## config.mk

```make
export PLATFORM = sky130hd
export DESIGN_NAME = bfp_block_quantizer_flat
export DESIGN_NICKNAME = d
export VERILOG_FILES = /design/src/rtl/bfp_block_quantizer_pkg.sv /design/src/rtl/bfp_block_quantizer_if.sv /design/src/rtl/bfp_block_quantizer_align_shift.sv /design/src/rtl/bfp_block_quantizer.sv /design/src/flat_wrapper.sv
export SDC_FILE = /design/constraint.sdc
export NUM_CORES = 1
export LEC_CHECK = 0
export CAP_MARGIN = 20
export CORE_MARGIN = 2
export CORE_UTILIZATION = 50
export DETAILED_ROUTE_END_ITERATION = 8
export HOLD_SLACK_MARGIN = 0.06
export PLACE_DENSITY = 0.7
export RECOVER_POWER = 25
export SYNTH_ARGS = -nofsm -noshare
export SYNTH_HDL_FRONTEND = slang
export SYNTH_SLANG_ARGS = --single-unit
export TNS_END_PERCENT = 5
```

## constraint.sdc

```tcl
create_clock -name clk -period 6.95 [get_ports clk]
set_input_delay 1.0425 -clock clk [delete_from_list [all_inputs] [get_ports clk]]
set_output_delay 1.0425 -clock clk [all_outputs]
set_load 0.005 [all_outputs]
```

## src/rtl/bfp_block_quantizer_pkg.sv

```systemverilog
// Shared constants and types for the block-floating-point quantizer.
// Defines the default FP16 field widths, bit positions of the sign,
// exponent and mantissa fields, the block index width and the FSM states.
package bfp_block_quantizer_pkg;

  localparam int DEF_ELEMENT_SIZE  = 16;
  localparam int DEF_EXPONENT_SIZE = 5;
  localparam int DEF_MANTISSA_SIZE = 10;
  localparam int DEF_BLOCK_SIZE    = 4;

  localparam int SIGN_BIT = DEF_ELEMENT_SIZE - 1;
  localparam int EXP_MSB  = DEF_ELEMENT_SIZE - 2;
  localparam int EXP_LSB  = DEF_MANTISSA_SIZE;
  localparam int MANT_MSB = DEF_MANTISSA_SIZE - 1;
  localparam int MANT_LSB = 0;

  localparam int IDX_W = $clog2(DEF_BLOCK_SIZE);

  typedef enum logic {
    COLLECT = 1'b0,
    EMIT    = 1'b1
  } state_t;

endpackage

```

## src/rtl/bfp_block_quantizer_if.sv

```systemverilog
// Stream bundle between a producer of paired FP16 elements and the quantizer,
// plus the aligned output stream towards dot_product_top.
//   in_valid/in_ready/in_v1/in_v2      : input pair handshake and data
//   out_valid/out_v1/out_v2/out_last   : aligned pair stream (no backpressure)
// master = producer/consumer side (testbench), slave = the quantizer.
interface bfp_block_quantizer_if
  import bfp_block_quantizer_pkg::*;
#(
  parameter int ELEMENT_SIZE = DEF_ELEMENT_SIZE
);

  logic                    in_valid;
  logic                    in_ready;
  logic [ELEMENT_SIZE-1:0] in_v1;
  logic [ELEMENT_SIZE-1:0] in_v2;
  logic                    out_valid;
  logic                    out_last;
  logic [ELEMENT_SIZE-1:0] out_v1;
  logic [ELEMENT_SIZE-1:0] out_v2;

  modport master (
    output in_valid, in_v1, in_v2,
    input  in_ready, out_valid, out_last, out_v1, out_v2
  );

  modport slave (
    input  in_valid, in_v1, in_v2,
    output in_ready, out_valid, out_last, out_v1, out_v2
  );

endinterface

```

## src/rtl/bfp_block_quantizer_align_shift.sv

```systemverilog
// Combinational alignment of one FP16 element to a shared block exponent.
//   elem       : input element {sign, exp, mant}
//   shared_exp : raw block-maximum exponent field of the lane
//   aligned    : {sign, shared_exp, truncated aligned mantissa}
// The mantissa is expressed as 0.m x 2^(shared-bias+1), so the hidden bit is
// kept by shifting one extra place; exponent 0 behaves as exponent 1 with no
// hidden bit, matching the FP16 subnormal encoding.
module bfp_block_quantizer_align_shift
  import bfp_block_quantizer_pkg::*;
#(
  parameter int ELEMENT_SIZE  = DEF_ELEMENT_SIZE,
  parameter int EXPONENT_SIZE = DEF_EXPONENT_SIZE,
  parameter int MANTISSA_SIZE = DEF_MANTISSA_SIZE
) (
  input  logic [ELEMENT_SIZE-1:0]  elem,
  input  logic [EXPONENT_SIZE-1:0] shared_exp,
  output logic [ELEMENT_SIZE-1:0]  aligned
);

  localparam int SW = EXPONENT_SIZE + 1;

  logic [EXPONENT_SIZE-1:0] elem_exp;
  logic [MANTISSA_SIZE-1:0] elem_mant;
  logic                     hidden;
  logic [SW-1:0]            e_eff;
  logic [SW-1:0]            s_eff;
  logic [SW-1:0]            shift;
  logic [MANTISSA_SIZE-1:0] mant_out;

  // Shift distance is (shared_eff - e_eff) + 1; the shared exponent is the
  // block maximum so the difference never goes negative. Large shifts simply
  // flush the mantissa to zero while the sign is still passed through.
  always_comb begin
    elem_exp  = elem[ELEMENT_SIZE-2 -: EXPONENT_SIZE];
    elem_mant = elem[MANTISSA_SIZE-1:0];
    hidden    = |elem_exp;
    e_eff     = (elem_exp == '0) ? SW'(1) : SW'(elem_exp);
    s_eff     = (shared_exp == '0) ? SW'(1) : SW'(shared_exp);
    shift     = s_eff - e_eff + SW'(1);
    mant_out  = MANTISSA_SIZE'({hidden, elem_mant} >> shift);
    aligned   = {elem[ELEMENT_SIZE-1], shared_exp, mant_out};
  end

endmodule

```

## src/rtl/bfp_block_quantizer.sv

```systemverilog
// Block-floating-point quantizer feeding dot_product_top.
//   clk, rst : clock and synchronous active-high reset
//   bus      : slave side of bfp_block_quantizer_if
// Collects BLOCK_SIZE input pairs while tracking the per-lane maximum exponent,
// then replays the block for BLOCK_SIZE back-to-back cycles with every element
// aligned to its lane's shared exponent. Input is refused while replaying.
module bfp_block_quantizer
  import bfp_block_quantizer_pkg::*;
#(
  parameter int ELEMENT_SIZE  = DEF_ELEMENT_SIZE,
  parameter int EXPONENT_SIZE = DEF_EXPONENT_SIZE,
  parameter int MANTISSA_SIZE = DEF_MANTISSA_SIZE,
  parameter int BLOCK_SIZE    = DEF_BLOCK_SIZE
) (
  input logic                  clk,
  input logic                  rst,
  bfp_block_quantizer_if.slave bus
);

  localparam int BLK_IDX_W = (BLOCK_SIZE > 1) ? $clog2(BLOCK_SIZE) : 1;
  localparam logic [BLK_IDX_W-1:0] LAST_IDX = BLK_IDX_W'(BLOCK_SIZE - 1);

  state_t                   state;
  logic [BLK_IDX_W-1:0]     idx;
  logic [BLK_IDX_W-1:0]     sel;
  logic [ELEMENT_SIZE-1:0]  lane1_mem [BLOCK_SIZE];
  logic [ELEMENT_SIZE-1:0]  lane2_mem [BLOCK_SIZE];
  logic [EXPONENT_SIZE-1:0] max1;
  logic [EXPONENT_SIZE-1:0] max2;
  logic [EXPONENT_SIZE-1:0] in_exp1;
  logic [EXPONENT_SIZE-1:0] in_exp2;
  logic [EXPONENT_SIZE-1:0] next_max1;
  logic [EXPONENT_SIZE-1:0] next_max2;
  logic [EXPONENT_SIZE-1:0] shared1;
  logic [EXPONENT_SIZE-1:0] shared2;
  logic [ELEMENT_SIZE-1:0]  aligned1;
  logic [ELEMENT_SIZE-1:0]  aligned2;
  logic                     accept;

  logic                     in_ready_q;
  logic                     out_valid_q;
  logic                     out_last_q;
  logic [ELEMENT_SIZE-1:0]  out_v1_q;
  logic [ELEMENT_SIZE-1:0]  out_v2_q;

  assign in_exp1 = bus.in_v1[ELEMENT_SIZE-2 -: EXPONENT_SIZE];
  assign in_exp2 = bus.in_v2[ELEMENT_SIZE-2 -: EXPONENT_SIZE];
  assign accept  = bus.in_valid & in_ready_q;

  // Select which buffered element gets loaded into the output registers at
  // the next edge. While collecting this is element 0 aligned against the
  // running maximum that already includes the incoming pair, so the first
  // output is ready the cycle right after the final accept. While emitting it
  // is the element after the one currently on the outputs.
  always_comb begin
    next_max1 = (in_exp1 > max1) ? in_exp1 : max1;
    next_max2 = (in_exp2 > max2) ? in_exp2 : max2;
    if (state == COLLECT) begin
      sel     = '0;
      shared1 = next_max1;
      shared2 = next_max2;
    end else begin
      sel     = (idx == LAST_IDX) ? '0 : idx + 1'b1;
      shared1 = max1;
      shared2 = max2;
    end
  end

  bfp_block_quantizer_align_shift #(
    .ELEMENT_SIZE (ELEMENT_SIZE),
    .EXPONENT_SIZE(EXPONENT_SIZE),
    .MANTISSA_SIZE(MANTISSA_SIZE)
  ) u_align1 (
    .elem      (lane1_mem[sel]),
    .shared_exp(shared1),
    .aligned   (aligned1)
  );

  bfp_block_quantizer_align_shift #(
    .ELEMENT_SIZE (ELEMENT_SIZE),
    .EXPONENT_SIZE(EXPONENT_SIZE),
    .MANTISSA_SIZE(MANTISSA_SIZE)
  ) u_align2 (
    .elem      (lane2_mem[sel]),
    .shared_exp(shared2),
    .aligned   (aligned2)
  );

  // Collect/emit state machine with all handshake and data outputs registered.
  // In EMIT, idx names the element currently presented on the outputs.
  always_ff @(posedge clk) begin
    if (rst) begin
      state       <= COLLECT;
      idx         <= '0;
      max1        <= '0;
      max2        <= '0;
      in_ready_q  <= 1'b1;
      out_valid_q <= 1'b0;
      out_last_q  <= 1'b0;
      out_v1_q    <= '0;
      out_v2_q    <= '0;
      for (int i = 0; i < BLOCK_SIZE; i++) begin
        lane1_mem[i] <= '0;
        lane2_mem[i] <= '0;
      end
    end else begin
      case (state)
        COLLECT: begin
          if (accept) begin
            lane1_mem[idx] <= bus.in_v1;
            lane2_mem[idx] <= bus.in_v2;
            max1           <= next_max1;
            max2           <= next_max2;
            if (idx == LAST_IDX) begin
              state       <= EMIT;
              idx         <= '0;
              in_ready_q  <= 1'b0;
              out_valid_q <= 1'b1;
              out_last_q  <= 1'b0;
              out_v1_q    <= aligned1;
              out_v2_q    <= aligned2;
            end else begin
              idx <= idx + 1'b1;
            end
          end
        end
        EMIT: begin
          if (idx == LAST_IDX) begin
            state       <= COLLECT;
            idx         <= '0;
            max1        <= '0;
            max2        <= '0;
            in_ready_q  <= 1'b1;
            out_valid_q <= 1'b0;
            out_last_q  <= 1'b0;
            out_v1_q    <= '0;
            out_v2_q    <= '0;
          end else begin
            idx        <= sel;
            out_last_q <= (sel == LAST_IDX);
            out_v1_q   <= aligned1;
            out_v2_q   <= aligned2;
          end
        end
        default: state <= COLLECT;
      endcase
    end
  end

  assign bus.in_ready  = in_ready_q;
  assign bus.out_valid = out_valid_q;
  assign bus.out_last  = out_last_q;
  assign bus.out_v1    = out_v1_q;
  assign bus.out_v2    = out_v2_q;

endmodule

```

## src/flat_wrapper.sv

```systemverilog
// flat-port wrapper written by rule: the top's interface ports become plain ports
module bfp_block_quantizer_flat import bfp_block_quantizer_pkg::*;
#(
  parameter int ELEMENT_SIZE  = DEF_ELEMENT_SIZE,
  parameter int EXPONENT_SIZE = DEF_EXPONENT_SIZE,
  parameter int MANTISSA_SIZE = DEF_MANTISSA_SIZE,
  parameter int BLOCK_SIZE    = DEF_BLOCK_SIZE
)
  (clk, rst, bus_in_valid, bus_in_v1, bus_in_v2, bus_in_ready, bus_out_valid, bus_out_last, bus_out_v1, bus_out_v2);
  bfp_block_quantizer_if #(.ELEMENT_SIZE(ELEMENT_SIZE)) bus_i ();
  input logic clk;
  input logic rst;
  input wire logic [$bits(bus_i.in_valid)-1:0] bus_in_valid;
  input wire logic [$bits(bus_i.in_v1)-1:0] bus_in_v1;
  input wire logic [$bits(bus_i.in_v2)-1:0] bus_in_v2;
  output wire logic [$bits(bus_i.in_ready)-1:0] bus_in_ready;
  output wire logic [$bits(bus_i.out_valid)-1:0] bus_out_valid;
  output wire logic [$bits(bus_i.out_last)-1:0] bus_out_last;
  output wire logic [$bits(bus_i.out_v1)-1:0] bus_out_v1;
  output wire logic [$bits(bus_i.out_v2)-1:0] bus_out_v2;
  assign bus_i.in_valid = bus_in_valid;
  assign bus_i.in_v1 = bus_in_v1;
  assign bus_i.in_v2 = bus_in_v2;
  assign bus_in_ready = bus_i.in_ready;
  assign bus_out_valid = bus_i.out_valid;
  assign bus_out_last = bus_i.out_last;
  assign bus_out_v1 = bus_i.out_v1;
  assign bus_out_v2 = bus_i.out_v2;
  bfp_block_quantizer #(.ELEMENT_SIZE(ELEMENT_SIZE), .EXPONENT_SIZE(EXPONENT_SIZE), .MANTISSA_SIZE(MANTISSA_SIZE), .BLOCK_SIZE(BLOCK_SIZE)) u_core (.clk(clk), .rst(rst), .bus(bus_i));
endmodule
```

==> impl_metrics.toml <==
[setup_path]
worst_setup_path_start_kind = "primary input"
ff2ff_path_depth = 15
path_max_fanout = 9
critical_path.max_stage_delay_ps = 650
crit_type = "primary input to register"
crit_path_cell_trace = "clkdlybuf4s50_1 > ha_1 > nor2b_1 > o21ai_0 > nand2b_1 > a221oi_1 > nor3_1 > mux2i_1 > ha_1 > inv_1 > ha_1 > fa_1 > a21o_1 > a21oi_1 > xnor2_1 > nand2b_1 > or3_1 > nor3_1 > a221o_1"
crit_top_cell = "ha_1"
critPathLaunch = "bus_in_v1[11]"
worst-endpoint-arrival_ps = 5980
r2r_start = "u_core.idx[1]$_SDFFE_PP0P_"
critPathRequiredTime_ps = 7330
slowest_stage = "clkdlybuf4s50_1"
worstSetupEndpointType = "register"
rrSetupSlack_ps = 1390

[timing]
period_share_pct = 80.5
final.setup.tns_ps = 0
min_period_ps = 5600
hold_viol_final = 0
setup_ws_ps = 1350
rsz0062_at_grt = "no"
drv_slew = 105
relSlewSlack_pct = -18.9
hold_slack_ps = 460
setup_violations = 0
clock-skew-final_ps = 11.4
worstMarginPinSlew_ps = 1780
fmax_mhz = 179

[cells_and_area]
syn2layout_area_growth_pct = 14.5
regArea_um2 = 4800
final_nets = 999
drive_gt1_share_pct = 9.20
multi_input_area_um2 = 4460
fillers = 1583
diodes = 0
final_cells = 1180

[drt]
avgRoutedWirePerCell_um = 20.2
vias = 7150
via_per_inst = 6.06
drt_pass1_iterations = 5
drc = 0
wl_um = 23800
drtAntennaViolNets = 0
dr.first_iter.drc_count = 610

[clock_network]
cts_tree = "done"
cts_buffer_depth = 2
cts-root-buf = "clkbuf_16"
clock-sinks = 176
cts_hold_buf = 0
htree_levels = 4
cts-resized-gates = 0
cts.clk_slew.worst_paths_ps = 70
cts_made_buffers = 17
post-cts-setup-buffers = 0
insertion_delay_ps = 430

[grt]
busiest_layer = "met2"
met1_usage_pct = 34.1
grt_util_met3_pct = 4.54
grt_overflow_total = 0
grt_max_degree = 43
grt_pass1_vias = 6782
grt_pass1_wl_um = 37800
grtUsageMet2_pct = 38.4
antenna_found_initial = 0
grt_usage_pct = 24.2

[logic_synthesis]
synth.distinct_cells = 78
synth_edf_count = 128
async_flop_share_pct = 0
syn_area_um2 = 9610
synthMuxAreaShare_pct = 7.06
yosysTopAreaCell = "edfxtp_1"
yosysSeqAreaShare_pct = 50.0
synth_compound_area_share_pct = 14.0
synth-main-ff-cell = "edfxtp_1"
synth_nets = 949
yosysMostFrequentCell = "and2_1"
yosys.area.top_type_share_pct = 40.0
synth_common_cells = "129 x and2_1, 128 x edfxtp_1, 51 x nand2_1"
synth_area_per_cell_um2 = 10.9
ys_seq_elements = 176
synth-xor-area-share_pct = 0.821
ys_warn_count = 0
synthAdderAreaFrac_pct = 4.19
synth_cells = 883
synth_area_leaders = "edfxtp_1 40%, dfxtp_1 10%, and2_1 8.4%, mux2i_1 4.5%, ha_1 3.8%"
synth_top_family_by_area = "simple AND/OR/NAND/NOR gates"
yosys.area_share.simple_pct = 20.3

[hold_path]
min_from = "u_core.bus.out_v1[2]$_SDFFE_PP0P_"
whs_path_depth = 2
holdCritPathClass = "register to register"

[die]
ios = 70
std_cell_rows = 50
die_area_um2 = 20300
initial_utilization_pct = 51.2
die_w_um = 143
fp.coreArea_um2 = 18800
die_y_um = 143

[power]
netSwitchingFraction_pct = 30.9
p_int_mw = 1.97
p_seq_share_pct = 42.5
p_leak_nw = 4.16
power_frac_clock_pct = 32.4
switchingPower_uw = 880
ir_drop_mv = 0.183
power_density_nw_per_um2 = 259
comb_power_share_pct = 25.1

[placed_design]
numPortBuffers = 69
place.gp.congestion = 0.919
dp_slack_ps = 933
hpwlAfterDp_um = 15600
dp.cells = 1148

[run]
cap_violations = 3

[outcome]
status = "finished with violations"
violations = "capacitance limit, slew limit"
flip-flops by register name (all words and copies together), names as in the netlist, 2 cells and up:
name / count
u_core.bus.out_v1: 16
u_core.bus.out_v2: 16
u_core.idx: 2
u_core.lane1_mem: 64
u_core.lane2_mem: 64
u_core.max1: 5
u_core.max2: 5
placed cells by master (no fill, tap or decap), types with 7 or more instances in the layout:
cell and instances:
clkbuf_16 17, nand2b_1 14, nor3_1 28, a22oi_1 11
dlygate4sd3_1 37, a21o_1 8, nor2b_1 10, buf_4 11
clkdlybuf4s50_1 32, ha_1 29, mux2i_1 43, nand3_1 17
edfxtp_1 128, nor4_1 9, o21ai_0 33, and2_0 18
dfxtp_1 48, nand2_1 51, o221a_2 9, o22ai_1 9
a221o_1 7, a211oi_1 10, and2_1 111, mux2_2 8
mux4_2 7, a21oi_1 38, nor2_1 43, inv_1 23
final cells by class:
type / count / share of cell area (%)
Sequential cell: 176 / 43.7
Clock inverter: 14 / 1.22
Multi-Input combinational cell: 631 / 40.6
Inverter: 24 / 0.819
Timing Repair Buffer: 83 / 7.13
Clock buffer: 18 / 3.90
Tap cell: 234 / 2.66
worst max-delay path: cells and delay by family:
family	cells	cell delay, ps
xor gates and xnor gates	1	220
muxes	1	180
and+or+nand+nor	6	1330
adders and majority gates	4	1290
AOI/OAI and AO/OA	5	1220
buffers and inverters	2	690
power by group through the flow:
stage          clock [mW]  combinational [mW]  sequential, mW
6_report            0.923               0.714            1.21
3_5_place_dp            0               0.706            1.23
5_1_grt             0.979               0.785            1.22
2_1_floorplan           0               0.532            1.22
3_3_place_gp            0               0.702            1.23
4_1_cts             0.935               0.710            1.21
final timing paths:
path | endpoint
hold / removal | u_core.bus.out_v1[2]$_SDFFE_PP0P_
hold reg to reg | u_core.bus.out_v1[2]$_SDFFE_PP0P_
setup / recovery | u_core.bus.out_v1[6]$_SDFFE_PP0P_
setup reg to reg | u_core.bus.out_v1[6]$_SDFFE_PP0P_
logic make-up (layout without fill, tap and decap cells):
kind of cell             after synthesis  after routing
AO/OA/AOI/OAI                        188            188
XOR/XNOR                               9              9
adder cells (fa/ha/maj)               31             31
buffers and inverters                 76            139
flip-flops                           176            176
multiplexers                          58             58
AND/OR/NAND/NOR                      345            345
routing by layer:
layer / vias up / part of all wire (%)
met3: 27 / 6.3
met2: 255 / 47
met4: 0 / 1.2
li1: 3391 / -
met5: - / 0
met1: 3477 / 45
per-stage QoR:
stage                     util [%]  power, mW  instance area, um2
after floorplan                  -       1.76                9610
after global placement        55.7       1.94               10500
after detailed placement      55.7       1.94               10500
after CTS                     58.7       2.86               11000
after global routing          58.6       2.98               11000
final                         58.6       2.85               11000
Note: power is estimated with default switching activity, not from simulation.
